### src/rtl/vram_bus_arbiter.sv
// Arbitrates the PPU render tile fetcher and the CPU register port onto one VRAM bus.
// Every access is a fixed four-cycle LATCH/HOLD/STROBE/CAPTURE sequence; render has priority with bounded CPU wait.
module vram_bus_arbiter #(
    parameter int MAX_CPU_WAIT = 4
) (
    input  logic        i_clock,
    input  logic        i_reset,
    input  logic        i_renderReq,
    input  logic [13:0] i_renderAddr,
    output logic        o_renderGrant,
    output logic        o_renderDone,
    output logic [7:0]  o_renderData,
    input  logic        i_cpuReq,
    input  logic        i_cpuWrite,
    input  logic [13:0] i_cpuAddr,
    input  logic [7:0]  i_cpuWData,
    output logic        o_cpuGrant,
    output logic        o_cpuDone,
    output logic [7:0]  o_cpuRData,
    output logic [13:0] o_vRamAddressOut,
    output logic        o_addressLatch,
    output logic        o_vRamRead,
    output logic        o_vRamWrite,
    output logic [7:0]  o_vRamDataOut,
    output logic        o_vRamDataOe,
    input  logic [7:0]  i_vRamDataIn
);

    localparam logic [2:0] IDLE    = 3'd0;
    localparam logic [2:0] LATCH   = 3'd1;
    localparam logic [2:0] HOLD    = 3'd2;
    localparam logic [2:0] STROBE  = 3'd3;
    localparam logic [2:0] CAPTURE = 3'd4;

    localparam logic [3:0] MAX_WAIT = 4'(MAX_CPU_WAIT);

    logic [2:0]  r_state;
    logic [2:0]  w_state_next;
    logic [3:0]  r_waitCount;
    logic        r_isCpu;
    logic        r_isWrite;
    logic [13:0] r_addr;
    logic [7:0]  r_wdata;
    logic        r_renderGrant;
    logic        r_cpuGrant;
    logic        r_renderDone;
    logic        r_cpuDone;
    logic [7:0]  r_renderData;
    logic [7:0]  r_cpuRData;

    logic w_arbitrate;
    logic w_cpuWins;
    logic w_renderWins;
    logic w_inStrobe;

    // CPU only overtakes render once it has watched MAX_CPU_WAIT render grants go by
    always_comb begin
        w_arbitrate  = (r_state == IDLE) || (r_state == CAPTURE);
        w_cpuWins    = i_cpuReq && (!i_renderReq || (r_waitCount == MAX_WAIT));
        w_renderWins = i_renderReq && !w_cpuWins;
        w_inStrobe   = (r_state == STROBE) || (r_state == CAPTURE);
    end

    always_comb begin
        w_state_next = r_state;
        case (r_state)
            IDLE:    w_state_next = (w_cpuWins || w_renderWins) ? LATCH : IDLE;
            LATCH:   w_state_next = HOLD;
            HOLD:    w_state_next = STROBE;
            STROBE:  w_state_next = CAPTURE;
            CAPTURE: w_state_next = (w_cpuWins || w_renderWins) ? LATCH : IDLE;
            default: w_state_next = IDLE;
        endcase
    end

    always_ff @(posedge i_clock) begin
        if (!i_reset) begin
            r_state       <= IDLE;
            r_waitCount   <= 4'd0;
            r_isCpu       <= 1'b0;
            r_isWrite     <= 1'b0;
            r_addr        <= 14'd0;
            r_wdata       <= 8'd0;
            r_renderGrant <= 1'b0;
            r_cpuGrant    <= 1'b0;
            r_renderDone  <= 1'b0;
            r_cpuDone     <= 1'b0;
            r_renderData  <= 8'd0;
            r_cpuRData    <= 8'd0;
        end else begin
            r_state       <= w_state_next;
            r_renderGrant <= w_arbitrate && w_renderWins;
            r_cpuGrant    <= w_arbitrate && w_cpuWins;
            r_renderDone  <= (r_state == CAPTURE) && !r_isCpu;
            r_cpuDone     <= (r_state == CAPTURE) && r_isCpu;

            if (!i_cpuReq)
                r_waitCount <= 4'd0;
            else if (w_arbitrate && w_cpuWins)
                r_waitCount <= 4'd0;
            else if (w_arbitrate && w_renderWins && (r_waitCount != MAX_WAIT))
                r_waitCount <= r_waitCount + 4'd1;

            if (w_arbitrate && w_cpuWins) begin
                r_isCpu   <= 1'b1;
                r_isWrite <= i_cpuWrite;
                r_addr    <= i_cpuAddr;
                r_wdata   <= i_cpuWData;
            end else if (w_arbitrate && w_renderWins) begin
                r_isCpu   <= 1'b0;
                r_isWrite <= 1'b0;
                r_addr    <= i_renderAddr;
            end

            // Read data is taken on the edge that closes CAPTURE
            if ((r_state == CAPTURE) && !r_isWrite) begin
                if (r_isCpu)
                    r_cpuRData <= i_vRamDataIn;
                else
                    r_renderData <= i_vRamDataIn;
            end
        end
    end

    always_comb begin
        o_renderGrant    = r_renderGrant;
        o_cpuGrant       = r_cpuGrant;
        o_renderDone     = r_renderDone;
        o_cpuDone        = r_cpuDone;
        o_renderData     = r_renderData;
        o_cpuRData       = r_cpuRData;
        o_vRamAddressOut = r_addr;
        o_addressLatch   = (r_state == LATCH);
        o_vRamRead       = !(w_inStrobe && !r_isWrite);
        o_vRamWrite      = !(w_inStrobe && r_isWrite);
        o_vRamDataOe     = w_inStrobe && r_isWrite;
        o_vRamDataOut    = r_wdata;
    end

endmodule

### config.mk
export PLATFORM = sky130hd
export DESIGN_NAME = vram_bus_arbiter
export DESIGN_NICKNAME = d
export VERILOG_FILES = /design/src/rtl/vram_bus_arbiter.sv
export SDC_FILE = /design/constraint.sdc
export NUM_CORES = 1
export LEC_CHECK = 0
export ABC_AREA = 1
export CAP_MARGIN = 20
export CORE_ASPECT_RATIO = 2
export CORE_MARGIN = 4
export CORE_UTILIZATION = 45
export CTS_BUF_LIST = sky130_fd_sc_hd__clkbuf_4
export DETAILED_ROUTE_END_ITERATION = 6
export PLACE_DENSITY = 0.83
export REMOVE_ABC_BUFFERS = 1
export SYNTH_ARGS = -nofsm -noshare
export SYNTH_HDL_FRONTEND = slang
export SYNTH_SLANG_ARGS = --single-unit
### constraint.sdc
create_clock -name i_clock -period 1.54 [get_ports i_clock]
set_input_delay 0.154 -clock i_clock [delete_from_list [all_inputs] [get_ports i_clock]]
set_output_delay 0.154 -clock i_clock [all_outputs]
set_load 0.02 [all_outputs]
==> results of run 1 <==
-- metrics by stage --
stage | util, % | power (mW) | hold slack, ps | instances | TNS, ps
floorplan | - | 1.945 | 257.1 | 288 | -6088
global placement | 66.06 | 2.423 | 445.4 | 455 | -60.45
detailed placement | 66.06 | 2.443 | 451.7 | 455 | -770.2
CTS | 68.88 | 3.391 | 329.9 | 465 | 0
global route | 71.07 | 3.554 | 315.2 | 465 | -29.89
finish | 71.07 | 3.390 | 339.8 | 465 | 0
-- layout make-up --
class,instances,area (µm²),area share [%]
Tap cell,58,72.57,1.987
Sequential cell,51,1030,28.19
Timing Repair Buffer,111,1187,32.51
Multi-Input combinational cell,209,1151,31.52
Clock buffer,5,37.54,1.028
Clock inverter,3,67.56,1.850
Inverter,28,106.4,2.912
-- final timing paths --
kind | startpoint | to | slack, ps | cells after the start
min reg2reg | o_vRamDataOut[1] | o_vRamDataOut[1] | 470 | 2
max | o_vRamDataOut[6] | o_vRamDataOut[6] | 60 | 1
max reg2reg | r_waitCount[0] | r_isWrite | 120 | 9
min | i_cpuWrite | r_isWrite | 340 | 3
-- routing by layer --
metal  track usage, %  share of wire [%]  wire length, µm
met1            20.83                 33             2311
met2            40.76                 58             4073
met3            3.158                5.5              385
met4            11.95                3.7              263
met5                0                  0                0
-- sequential cells by signal, summed over array words and instances, names as in the netlist, 3 cells and up --
name	cells
o_vRamAddressOut	14
o_cpuRData	8
o_renderData	8
o_vRamDataOut	8
r_waitCount	4
r_state	3
-- worst min-delay path, cell delays in order --
cell and delay [ps]:
sky130_fd_sc_hd__clkdlybuf4s50_1 410, sky130_fd_sc_hd__nand2_1 70, sky130_fd_sc_hd__nand2_1 40
-- logic make-up after synthesis --
| group | share of synthesized area [%] |
|---|---|
| DFF | 43.22 |
| xor gates and xnor gates | 0.7417 |
| adders and majority gates | 1.059 |
| buffers and inverters | 10.06 |
| AOI/OAI and AO/OA | 11.65 |
| and+or+nand+nor | 33.26 |
-- power groups by stage --
stage          clock network, mW  logic [mW]  registers (mW)
2_1_floorplan                  0       0.360            1.59
3_3_place_gp                   0       0.930            1.49
3_5_place_dp                   0       0.945            1.50
4_1_cts                    0.947       0.969            1.47
5_1_grt                     1.00        1.07            1.49
6_report                   0.929       0.986            1.47
-- placed cells by master (no fill, tap or decap), drive strengths merged --
| cell | n |
|---|---|
| a211oi | 1 |
| a21oi | 34 |
| buf | 20 |
| bufinv | 2 |
| clkbuf | 5 |
| clkdlybuf4s15 | 1 |
| clkdlybuf4s50 | 62 |
| clkinv | 2 |
| clkinvlp | 1 |
| dfxtp | 51 |
| dlygate4sd2 | 1 |
| dlymetal6s2s | 27 |
| ha | 2 |
| inv | 26 |
| nand2 | 74 |
| nand3 | 9 |
| nand4 | 32 |
| nor2 | 25 |
| nor3 | 4 |
| o21ai | 12 |
| or2 | 14 |
| xor2 | 2 |
-- timing repair --
item / in CTS / in global routing
gates resized for setup: 23 / 42
buffers inserted: 2 / 0
setup endpoints to repair: 25 / 58
pin swaps: 1 / 3
==> flow_summary.rst, run 1 <==
.. list-table::
   :header-rows: 1

   * - Metric
     - Value
   * - Pins over their slew limit
     - 0
   * - Max frequency
     - between 600 and 700 MHz
   * - Worst min-delay path class
     - in -> reg
   * - Root buffer selected by CTS
     - sky130_fd_sc_hd__clkbuf_4
   * - Clock tree from TritonCTS
     - built
   * - Total of hold buffers inserted after clock tree synthesis
     - 0
   * - Number of sinks handled by clock tree synthesis
     - 51
   * - Width of the die
     - approximately 59 µm
   * - Final setup slack of the worst path
     - roughly 58 ps
   * - Buffers & Inverters on Critical Path
     - 1
   * - Number of antenna violations at the first check in global routing
     - 0
   * - Std-Cell Core Area
     - 5139 µm²
   * - Layout Skew
     - 10.69 ps
   * - Antenna violation net count after detailed routing
     - 0
   * - Fraction of power spent switching nets
     - between 20 and 30%
   * - Routed WL
     - roughly 7000 µm
   * - Number of filler instances in the final layout
     - 400
   * - Total grt overflow
     - 0
   * - Number of buffers created by CTS
     - 5
   * - Nature of the critical path endpoint
     - primary output
   * - Area contributors post-synth
     - sky130_fd_sc_hd__dfxtp_1, sky130_fd_sc_hd__nand2_1, sky130_fd_sc_hd__nand4_1
   * - RSZ-0062 raised after global routing
     - yes
   * - Via count of the first global-routing pass
     - 2478
   * - Post-Place Worst Slack
     - -104.1 ps
   * - Antenna diode count
     - 0
   * - Syn Inst Count
     - about 310
   * - Number of DRC markers in iteration 0
     - 68
   * - Arrival @ worst endpoint
     - roughly 1300 ps
   * - Delay contributed by the slowest stage of the critical path
     - 620 ps
   * - Final weighted congestion in routability-driven placement
     - 0.8454
   * - Yosys top cell by area
     - sky130_fd_sc_hd__dfxtp_1
   * - Post-synthesis cell type count
     - 30
   * - Cell area after synthesis
     - 2362 µm²
   * - Sequential share of the synthesized area
     - a little over two fifths
   * - Count of port buffers added during placement
     - 94
   * - Combinational share of power
     - roughly 29%
   * - Routed wire per std cell
     - between 15 and 20 µm
   * - Area of the die
     - around 6500 µm²
   * - Cell chain of the critical path
     - clkdlybuf4s50_1
   * - Final period utilization
     - a little over nine tenths
   * - Library cell with the highest instance count after synthesis
     - sky130_fd_sc_hd__nand2_1
   * - Internal Dissipation
     - 2.382 mW
   * - Final non-filler cell area
     - roughly 3700 µm²
   * - Pin count of the biggest net entering global routing
     - 29
   * - Largest voltage drop on the vdd net
     - between 0.0008 and 0.0009 V
   * - Synth-to-layout area growth
     - 54.61%
   * - Total number of yosys warnings
     - 0
   * - Maxcap violations
     - 0
   * - Placement Rows
     - 37
   * - Wire length of the first global-routing pass
     - approximately 11000 µm
   * - Type of the worst setup path
     - reg -> out
   * - Leakage power figure
     - ~1.9 nW
   * - Async set-reset flop share out of synthesis
     - 0%
   * - Post-route DRC
     - 0
   * - Clock network latency to the later pin of the worst-skew pair
     - 360 ps
   * - Proportion of netlist area held by the largest area contributor
     - 43.22%
   * - Share of layout cells above drive strength 1
     - between 15 and 20%
   * - Hold Vio Cnt, Final
     - 0
   * - Final Setup Violations
     - 0
   * - Worst-path cell with the longest stage delay
     - sky130_fd_sc_hd__clkdlybuf4s50_1
   * - Normalized max-slew margin
     - between 50% and 60%
   * - Worst-path fanout max
     - 2
   * - Commonest cells in the synthesized netlist
     - sky130_fd_sc_hd__nand2_1, sky130_fd_sc_hd__dfxtp_1, sky130_fd_sc_hd__nand4_1
   * - Sequential cell fraction of total power
     - 43.5%
   * - Number of iterations in the first detailed-routing pass
     - 5
   * - Total via count in the routed design
     - 2446
   * - Switching power summed over all nets
     - just over 1 mW
   * - Clock share of power
     - between 20% and 30%
   * - HPWL after detailed placement
     - between 5000 and 6000 µm
   * - H-tree levels
     - 2
   * - Cell family with the largest share of critical-path delay
     - buffers and inverters
   * - Die Span Y
     - 110.5 µm
   * - Avg Vias per Cell
     - 5.260
   * - Critical Path Source Type
     - flop
   * - Starting Density
     - between 40% and 50%
   * - Clock-pin slew on the worst setup and hold paths
     - between 100 and 150 ps
   * - Transition time of the tightest slew-check pin
     - 703.5 ps
   * - Cell area after placement
     - around 3400 µm²
   * - Layout net count
     - between 400 and 500
   * - Run status
     - finished clean
   * - Global-route usage over all layers
     - between 20 and 25%
   * - Mean Syn Cell Area
     - approximately 7.7 µm²
   * - Required time of the critical path
     - around 1400 ps
   * - Min cycle time layout
     - 1482 ps
   * - Synth Register Bits
     - 51
   * - Max clock buf depth
     - 2
   * - Most used flip-flop cell after synthesis
     - sky130_fd_sc_hd__dfxtp_1
   * - Ratio of total power to cell area
     - about 930 nW/µm²
   * - Number of enable-type register cells in the synthesized netlist
     - 0
   * - Num ports
     - 95
(Power assumes the default switching activity.)
==> run 2, diff against run 1 <==
- ABC_AREA: 1 -> default
- CORE_UTILIZATION: 45 -> 39
- PLACE_DENSITY: 0.83 -> 0.77
- clock period: 1.54 -> 1.22 ns (I/O delays scaled with it)
==> run 2 against run 1 <==
Net effect:
- the flow now finishes with violations (setup timing)
- synthesized cell count down 25%
- global-route usage decreased by 2.5 points
- non-clock buffer count up 34
- register-to-register slack worse by 530 ps
- critical path type unchanged
- critical endpoint is now o_vRamWrite
- largest cell class unchanged
- highest routed layer unchanged
==> flow_summary.rst, run 2 <==
.. list-table::
   :header-rows: 1

   * - Metric
     - Value
   * - Run status
     - finished with violations
   * - Violations in the final reports
     - setup timing
   * - Final weighted congestion in routability-driven placement
     - about 0.86
   * - Critical Path Source Type
     - flop
   * - Syn Inst Count
     - 230
   * - Area contributors post-synth
     - sky130_fd_sc_hd__dfxtp_1, sky130_fd_sc_hd__mux2i_1, sky130_fd_sc_hd__nand2_1
   * - Delay contributed by the slowest stage of the critical path
     - 420 ps
   * - Die Span Y
     - between 100 and 150 µm
   * - Std-Cell Core Area
     - 5515 µm²
   * - Combinational share of power
     - between 30% and 40%
   * - Sequential share of the synthesized area
     - between 40% and 50%
   * - Antenna diode count
     - 0
   * - Number of standard cells in the final layout excluding fillers
     - ~430
   * - Min cycle time layout
     - between 1500 and 2000 ps
   * - Number of filler instances in the final layout
     - 400
   * - Stages on worst setup path
     - 5
   * - Commonest cells in the synthesized netlist
     - sky130_fd_sc_hd__dfxtp_1, sky130_fd_sc_hd__nand2_1, sky130_fd_sc_hd__mux2i_1
   * - Most used flip-flop cell after synthesis
     - sky130_fd_sc_hd__dfxtp_1
   * - Mux cell area share after synthesis
     - ~17%
   * - Dominant combinational cell family by area after synthesis
     - simple AND/OR/NAND/NOR gates
   * - Library cell with the highest instance count after synthesis
     - sky130_fd_sc_hd__dfxtp_1
   * - Required time of the critical path
     - about 1100 ps
   * - Clock share of power
     - approximately a fifth
   * - Synthesized-area fraction occupied by ao, oa, aoi and oai cells
     - between 10% and 20%
   * - Launch instance of the worst register-to-register path
     - r_state[0]
   * - Cell chain of the critical path
     - or3b_4 > nand2_4 > buf_6 > nand2_4 > buf_6
   * - Mean Syn Cell Area
     - 9.716 µm²
   * - Global-route usage over all layers
     - between 15 and 20%
   * - Maxcap violations
     - 0
   * - Worst setup path startpoint
     - r_state[0]
   * - Number of buffers created by CTS
     - 5
   * - Final Setup Violations
     - 50
   * - Largest voltage drop on the vdd net
     - ~0.0011 V
   * - Worst-path cell with the longest stage delay
     - sky130_fd_sc_hd__or3b_4
   * - Pin count of the biggest net entering global routing
     - 21
   * - Post-placement cell count
     - 399
   * - Starting Density
     - approximately 40%
   * - FF-to-FF End
     - r_waitCount[3]
   * - Clock tree from TritonCTS
     - built
   * - HPWL after detailed placement
     - between 4000 and 5000 µm
   * - Sequential cell fraction of total power
     - roughly 47%
   * - Synth-to-layout area growth
     - 75.70%
   * - Normalized max-slew margin
     - between 70% and 80%
   * - Number of flip-flops under the largest register name
     - 14
   * - Cell area after synthesis
     - approximately 2200 µm²
   * - Async set-reset flop share out of synthesis
     - 0%
   * - Number of antenna violations at the first check in global routing
     - 0
   * - Synth Register Bits
     - 51
   * - Internal reg-to-reg setup slack
     - -410 ps
   * - Internal Dissipation
     - 2.667 mW
   * - Combined flip-flop and latch cell area
     - ~1000 µm²
   * - Clock-pin slew on the worst setup and hold paths
     - around 150 ps
   * - Antenna violation net count after detailed routing
     - 0
   * - Placement Rows
     - 38
   * - Final setup slack of the worst path
     - -417.9 ps
   * - Most common library cell in the layout ignoring fill and taps
     - sky130_fd_sc_hd__clkdlybuf4s50_1
   * - Switching power summed over all nets
     - around 1.2 mW
   * - Routed WL
     - 7133 µm
   * - Post-synthesis cell type count
     - 37
   * - Width of the die
     - between 60 and 70 µm
   * - Via count of the first global-routing pass
     - 2311
   * - Worst min-delay path class
     - in -> reg
   * - Number of cells on the worst reg-to-reg path
     - 4
   * - Fraction of power spent switching nets
     - 30.50%
   * - Final non-filler cell area
     - approximately 3900 µm²
   * - Number of enable-type register cells in the synthesized netlist
     - 0
   * - Buffers & Inverters on Critical Path
     - 2
   * - Total of hold buffers inserted after clock tree synthesis
     - 0
   * - Cell family with the largest share of critical-path delay
     - simple AND/OR/NAND/NOR gates
   * - Number of sinks handled by clock tree synthesis
     - 51
   * - Cell area after placement
     - 3482 µm²
   * - Proportion of netlist area held by the largest area contributor
     - 45.69%
   * - Type of the worst setup path
     - reg -> out
   * - Layout net count
     - between 400 and 500
   * - Yosys top cell by area
     - sky130_fd_sc_hd__dfxtp_1
   * - Total area of multi-input combinational cells
     - 1334 µm²
   * - Post-route DRC
     - 0
   * - Post-Synth Simple-Gate Area
     - between 10% and 20%
   * - Avg Vias per Cell
     - approximately 5.3
   * - Hold Crit Depth
     - 3
   * - Number of DRC markers in iteration 0
     - 71
   * - RSZ-0062 raised after global routing
     - yes
   * - Adder-Cell Fraction of Synth Area
     - under 10%
   * - Pins over their slew limit
     - 0
   * - Arrival @ worst endpoint
     - ~1500 ps
   * - Total number of yosys warnings
     - 0
   * - Num ports
     - between 90 and 100
   * - Transition time of the tightest slew-check pin
     - 350.1 ps
   * - H-tree levels
     - 2
   * - Worst setup path endpoint
     - o_vRamWrite
   * - Root buffer selected by CTS
     - sky130_fd_sc_hd__clkbuf_4
   * - Final period utilization
     - 134.3%
   * - Total grt overflow
     - 0
   * - Area of the die
     - approximately 7000 µm²
   * - Total via count in the routed design
     - between 2000 and 2500
   * - Final setup TNS
     - -15120 ps
   * - Hold Vio Cnt, Final
     - 0
   * - Number of iterations in the first detailed-routing pass
     - 4
   * - Top library cells by usage in the layout, fill and taps aside
     - sky130_fd_sc_hd__clkdlybuf4s50_1, sky130_fd_sc_hd__dfxtp_1, sky130_fd_sc_hd__nand2_1
   * - Post-synthesis share of cell area spent on xor and xnor gates
     - less than 1%
   * - Layout Skew
     - approximately 10 ps
   * - Worst-path fanout max
     - 2
   * - Clock network latency to the later pin of the worst-skew pair
     - 370 ps
   * - Wire length of the first global-routing pass
     - between 10000 and 15000 µm
   * - Routed wire per std cell
     - around 17 µm
   * - Max clock buf depth
     - 2
   * - Leakage power figure
     - between 1.5 and 2 nW
   * - Ratio of total power to cell area
     - 977.3 nW/µm²
   * - Post-Place Worst Slack
     - -490.2 ps
   * - Nature of the critical path endpoint
     - primary output
   * - Max frequency
     - approximately 600 MHz
   * - Share of layout cells above drive strength 1
     - 34.70%
   * - Count of port buffers added during placement
     - 94
[run 2: cell types whose count changed after synthesis, moves of 7 or more]
cell,change
sky130_fd_sc_hd__a21oi_1,-25
sky130_fd_sc_hd__a21oi_2,-7
sky130_fd_sc_hd__a221oi_1,+14
sky130_fd_sc_hd__inv_1,-19
sky130_fd_sc_hd__mux2i_1,+39
sky130_fd_sc_hd__nand2_1,-26
sky130_fd_sc_hd__nand4_1,-32
sky130_fd_sc_hd__nor2_1,-17
sky130_fd_sc_hd__nor4_1,+15
sky130_fd_sc_hd__o21ai_0,-8
[run 2: metrics by stage]
| stage | hold slack [ps] | util, % | power, mW |
|---|---|---|---|
| 3_5_place_dp | 449.7 | 63.14 | 2.825 |
| 4_1_cts | 277.2 | 67.76 | 3.701 |
| 2_1_floorplan | 243.7 | - | 2.259 |
| 6_report | 301.0 | 71.19 | 3.837 |
| 3_3_place_gp | 441.7 | 63.14 | 2.810 |
| 5_1_grt | 288.6 | 71.19 | 4.021 |
[run 2: area by class of cell]
class / count / area share [%]
Timing Repair Buffer: 145 / 35.85
Multi-Input combinational cell: 155 / 33.97
Sequential cell: 51 / 26.13
Tap cell: 60 / 1.912
Clock buffer: 6 / 1.147
Inverter: 7 / 0.6692
Clock inverter: 2 / 0.3187
[run 2: how the worst min path moves through the flow]
| stage | from | endpoint | slack (ps) |
|---|---|---|---|
| after floorplan | i_reset | o_renderGrant | 240 |
| after global placement | o_vRamDataOut[4] | o_vRamDataOut[4] | 440 |
| after detailed placement | o_vRamDataOut[1] | o_vRamDataOut[1] | 450 |
| after CTS | i_cpuWData[6] | o_vRamDataOut[6] | 280 |
| after global routing | i_cpuWData[4] | o_vRamDataOut[4] | 290 |
| final | i_cpuWData[6] | o_vRamDataOut[6] | 300 |
[run 2: logic make-up (layout without fill, tap and decap cells)]
logic type	after synthesis	after routing
multiplexers	39	39
flip-flops	51	51
adder cells (fa/ha/maj)	2	2
XOR/XNOR	1	1
AO/OA/AOI/OAI	27	27
buffers and inverters	24	160
AND/OR/NAND/NOR	86	86
[run 2: repair_timing]
action	4_1_cts	5_1_grt
pin swaps	8	22
resized for setup	114	82
buffers inserted	8	10
gates cloned	2	3
setup endpoints to repair	93	88
[run 2: power groups by stage]
stage	Combinational (mW)	Clock [mW]	Sequential [mW]
after floorplan	0.289	0	1.97
after global placement	0.974	0	1.84
after detailed placement	0.985	0	1.84
after CTS	1.08	0.821	1.80
after global routing	1.29	0.897	1.83
final	1.22	0.800	1.82
[run 2: routing by layer]
layer	wire length [µm]	global-route usage, %
met5	0	0
met4	89	7.082
met3	462	4.607
met2	4131	35.97
met1	2449	19.45
[run 2: worst min-delay path: stages]
cell and delay [ps]:
sky130_fd_sc_hd__clkdlybuf4s50_1 390, sky130_fd_sc_hd__nand2_1 60, sky130_fd_sc_hd__mux2i_1 60
==> run 3, diff against run 2 <==
- CORE_MARGIN: 4 -> 3
==> run 3 against run 2 <==
Net effect:
- the run still ends with setup timing left
- final cell count fell by 0.23%
- highest routed layer unchanged
- sequential power about the same
- sequential cell count stayed put
- combinational power up 3%
- critical endpoint is now o_vRamAddressOut[4]
- clock-buffer cell count down 1
- clock skew rose by 2.6 ps
- non-clock buffer count decreased by 1
- routed wire length increased by 2.8%
- critical path depth up 3
==> flow_summary.rst, run 3 (synthesized netlist as in run 2, its figures left out) <==
.. list-table::
   :header-rows: 1

   * - Metric
     - Value
   * - Via count of the first global-routing pass
     - between 2000 and 2500
   * - Die Span Y
     - ~110 µm
   * - Number of buffers created by CTS
     - 5
   * - Width of the die
     - 59.53 µm
   * - Highest routing layer actually used
     - met4
   * - Wire length of the first global-routing pass
     - roughly 11000 µm
   * - Clock network latency to the later pin of the worst-skew pair
     - 370 ps
   * - H-tree levels
     - 2
   * - Pins over their slew limit
     - 0
   * - Std-Cell Core Area
     - ~5500 µm²
   * - Total power after layout
     - between 3 and 4 mW
   * - Max clock buf depth
     - 2
   * - Type of the worst setup path
     - reg -> reg
   * - Final non-filler cell area
     - approximately 4000 µm²
   * - RSZ-0062 raised after global routing
     - yes
   * - Number of DRC markers in iteration 0
     - 84
   * - Largest voltage drop on the vdd net
     - 0.001025 V
   * - Run status
     - finished with violations
   * - Post-route DRC
     - 0
   * - Cell area after placement
     - about 3500 µm²
   * - Final setup slack of the worst path
     - -386.2 ps
   * - Top library cells by usage in the layout, fill and taps aside
     - sky130_fd_sc_hd__clkdlybuf4s50_1, sky130_fd_sc_hd__dfxtp_1, sky130_fd_sc_hd__nand2_1
   * - Number of cells on the worst reg-to-reg path
     - 8
   * - HPWL after detailed placement
     - ~4800 µm
   * - Pin count of the biggest net entering global routing
     - 20
   * - Required time of the critical path
     - 1510 ps
   * - Nature of the critical path endpoint
     - flop
   * - Layout net count
     - between 400 and 500
   * - Number of sinks handled by clock tree synthesis
     - between 50 and 60
   * - Min cycle time layout
     - roughly 1600 ps
   * - Hold path endpoint
     - o_vRamDataOut[1]
   * - Starting Density
     - about 41%
   * - Root buffer selected by CTS
     - sky130_fd_sc_hd__clkbuf_4
   * - Transition time of the tightest slew-check pin
     - 371.1 ps
   * - Maxcap violations
     - 0
   * - Amount of wire on met2 after detailed routing
     - approximately 4300 µm
   * - Total via count in the routed design
     - 2254
   * - Area of the die
     - just under 7000 µm²
   * - WL met1
     - between 2000 and 3000 µm
   * - Ratio of total power to cell area
     - between 900 and 1000 nW/µm²
   * - Number of iterations in the first detailed-routing pass
     - 4
   * - Clock tree from TritonCTS
     - built
   * - Most common library cell in the layout ignoring fill and taps
     - sky130_fd_sc_hd__clkdlybuf4s50_1
   * - Violations in the final reports
     - setup timing
   * - Global-route usage over all layers
     - between 20% and 30%
   * - Met3 WL
     - 404 µm
   * - Final Setup Violations
     - 50
   * - Worst min-delay path class
     - in -> reg
   * - Avg Vias per Cell
     - roughly 5.3
   * - Clock-pin slew on the worst setup and hold paths
     - around 150 ps
   * - Critical Path Source Type
     - flop
   * - FF-to-FF End
     - o_vRamAddressOut[4]
   * - Normalized max-slew margin
     - 75.03%
   * - Internal reg-to-reg setup slack
     - -390 ps
   * - Number of antenna violations at the first check in global routing
     - 0
   * - Total grt overflow
     - 0
   * - Hold Vio Cnt, Final
     - 0
   * - Routed WL
     - about 7300 µm
   * - Synth-to-layout area growth
     - 76.60%
   * - Hold Crit Depth
     - 3
   * - Number of flip-flops under the largest register name
     - 14
   * - Max frequency
     - 622.6 MHz
   * - Routed wire per std cell
     - 17.26 µm
   * - Arrival @ worst endpoint
     - around 1900 ps
   * - Count of port buffers added during placement
     - 94
   * - Leakage power figure
     - 1.631 nW
   * - Placement Rows
     - 38
   * - Num ports
     - 95
   * - Antenna violation net count after detailed routing
     - 0
   * - Startpoint of the most critical hold path
     - i_cpuWData[1]
   * - Final weighted congestion in routability-driven placement
     - between 0.8 and 0.9
   * - Layout Skew
     - 12.69 ps
   * - Share of layout cells above drive strength 1
     - 32.33%
   * - Antenna diode count
     - 0
   * - Launch instance of the worst register-to-register path
     - r_waitCount[0]
   * - Final period utilization
     - 131.7%
   * - Worst-path fanout max
     - 8
[run 3: cell type report]
cell class                      count  area (µm²)
Clock buffer                        5       37.54
Tap cell                           60       75.07
Fill cell                         404        1521
Timing Repair Buffer              144        1435
Sequential cell                    51        1026
Multi-Input combinational cell    155        1331
Inverter                            7       26.28
Clock inverter                      3       15.01
[run 3: what timing repair did]
action | 4_1_cts | 5_1_grt
pin swaps | 8 | 16
hold buffers | 0 | 0
cloned | 3 | 1
setup buffers | 8 | 7
gates resized for setup | 111 | 62
setup endpoints to repair | 92 | 77
[run 3: per-stage QoR]
stage	setup WS [ps]	TNS, ps	cells	utilization, %	hold slack [ps]
4_1_cts	-408.2	-15500	420	69.75	291.7
6_report	-386.2	-15920	425	72.17	289.6
3_3_place_gp	-478.0	-16980	402	64.10	442.5
3_5_place_dp	-532.8	-18560	402	64.10	450.3
2_1_floorplan	-870.2	-30450	213	-	243.7
5_1_grt	-465.5	-19230	425	72.17	303.6
[run 3: worst max-delay path by stage]
| stage | start | end | slack [ps] | depth (start not counted) |
|---|---|---|---|---|
| after floorplan | r_state[0] | o_vRamAddressOut[0] | -870 | 3 |
| after global placement | i_renderReq | r_waitCount[3] | -480 | 4 |
| after detailed placement | i_renderReq | r_waitCount[3] | -530 | 4 |
| after CTS | r_state[1] | o_vRamAddressOut[12] | -410 | 8 |
| after global routing | r_waitCount[0] | o_vRamAddressOut[8] | -470 | 8 |
| final | r_waitCount[0] | o_vRamAddressOut[4] | -390 | 8 |
[run 3: worst max-delay path, cell delays in order, from the launching register on]
cell	delay, ps
sky130_fd_sc_hd__dfxtp_2	350
sky130_fd_sc_hd__inv_2	70
sky130_fd_sc_hd__ha_4	140
sky130_fd_sc_hd__buf_6	100
sky130_fd_sc_hd__and3b_1	180
sky130_fd_sc_hd__o211ai_1	100
sky130_fd_sc_hd__buf_4	180
sky130_fd_sc_hd__buf_8	150
sky130_fd_sc_hd__a221oi_2	260
[run 3: where the power goes]
part | internal [mW] | switching (mW)
Clock | 0.213 | 0.553
Combinational | 0.684 | 0.573
Sequential | 1.76 | 0.0613
[run 3: routing by layer]
| metal | GRT usage (%) | up-vias |
|---|---|---|
| met5 | 0 | - |
| met4 | 5.473 | 0 |
| met3 | 3.767 | 10 |
| met2 | 41.86 | 81 |
| met1 | 21.62 | 1060 |
| li1 | - | 1103 |
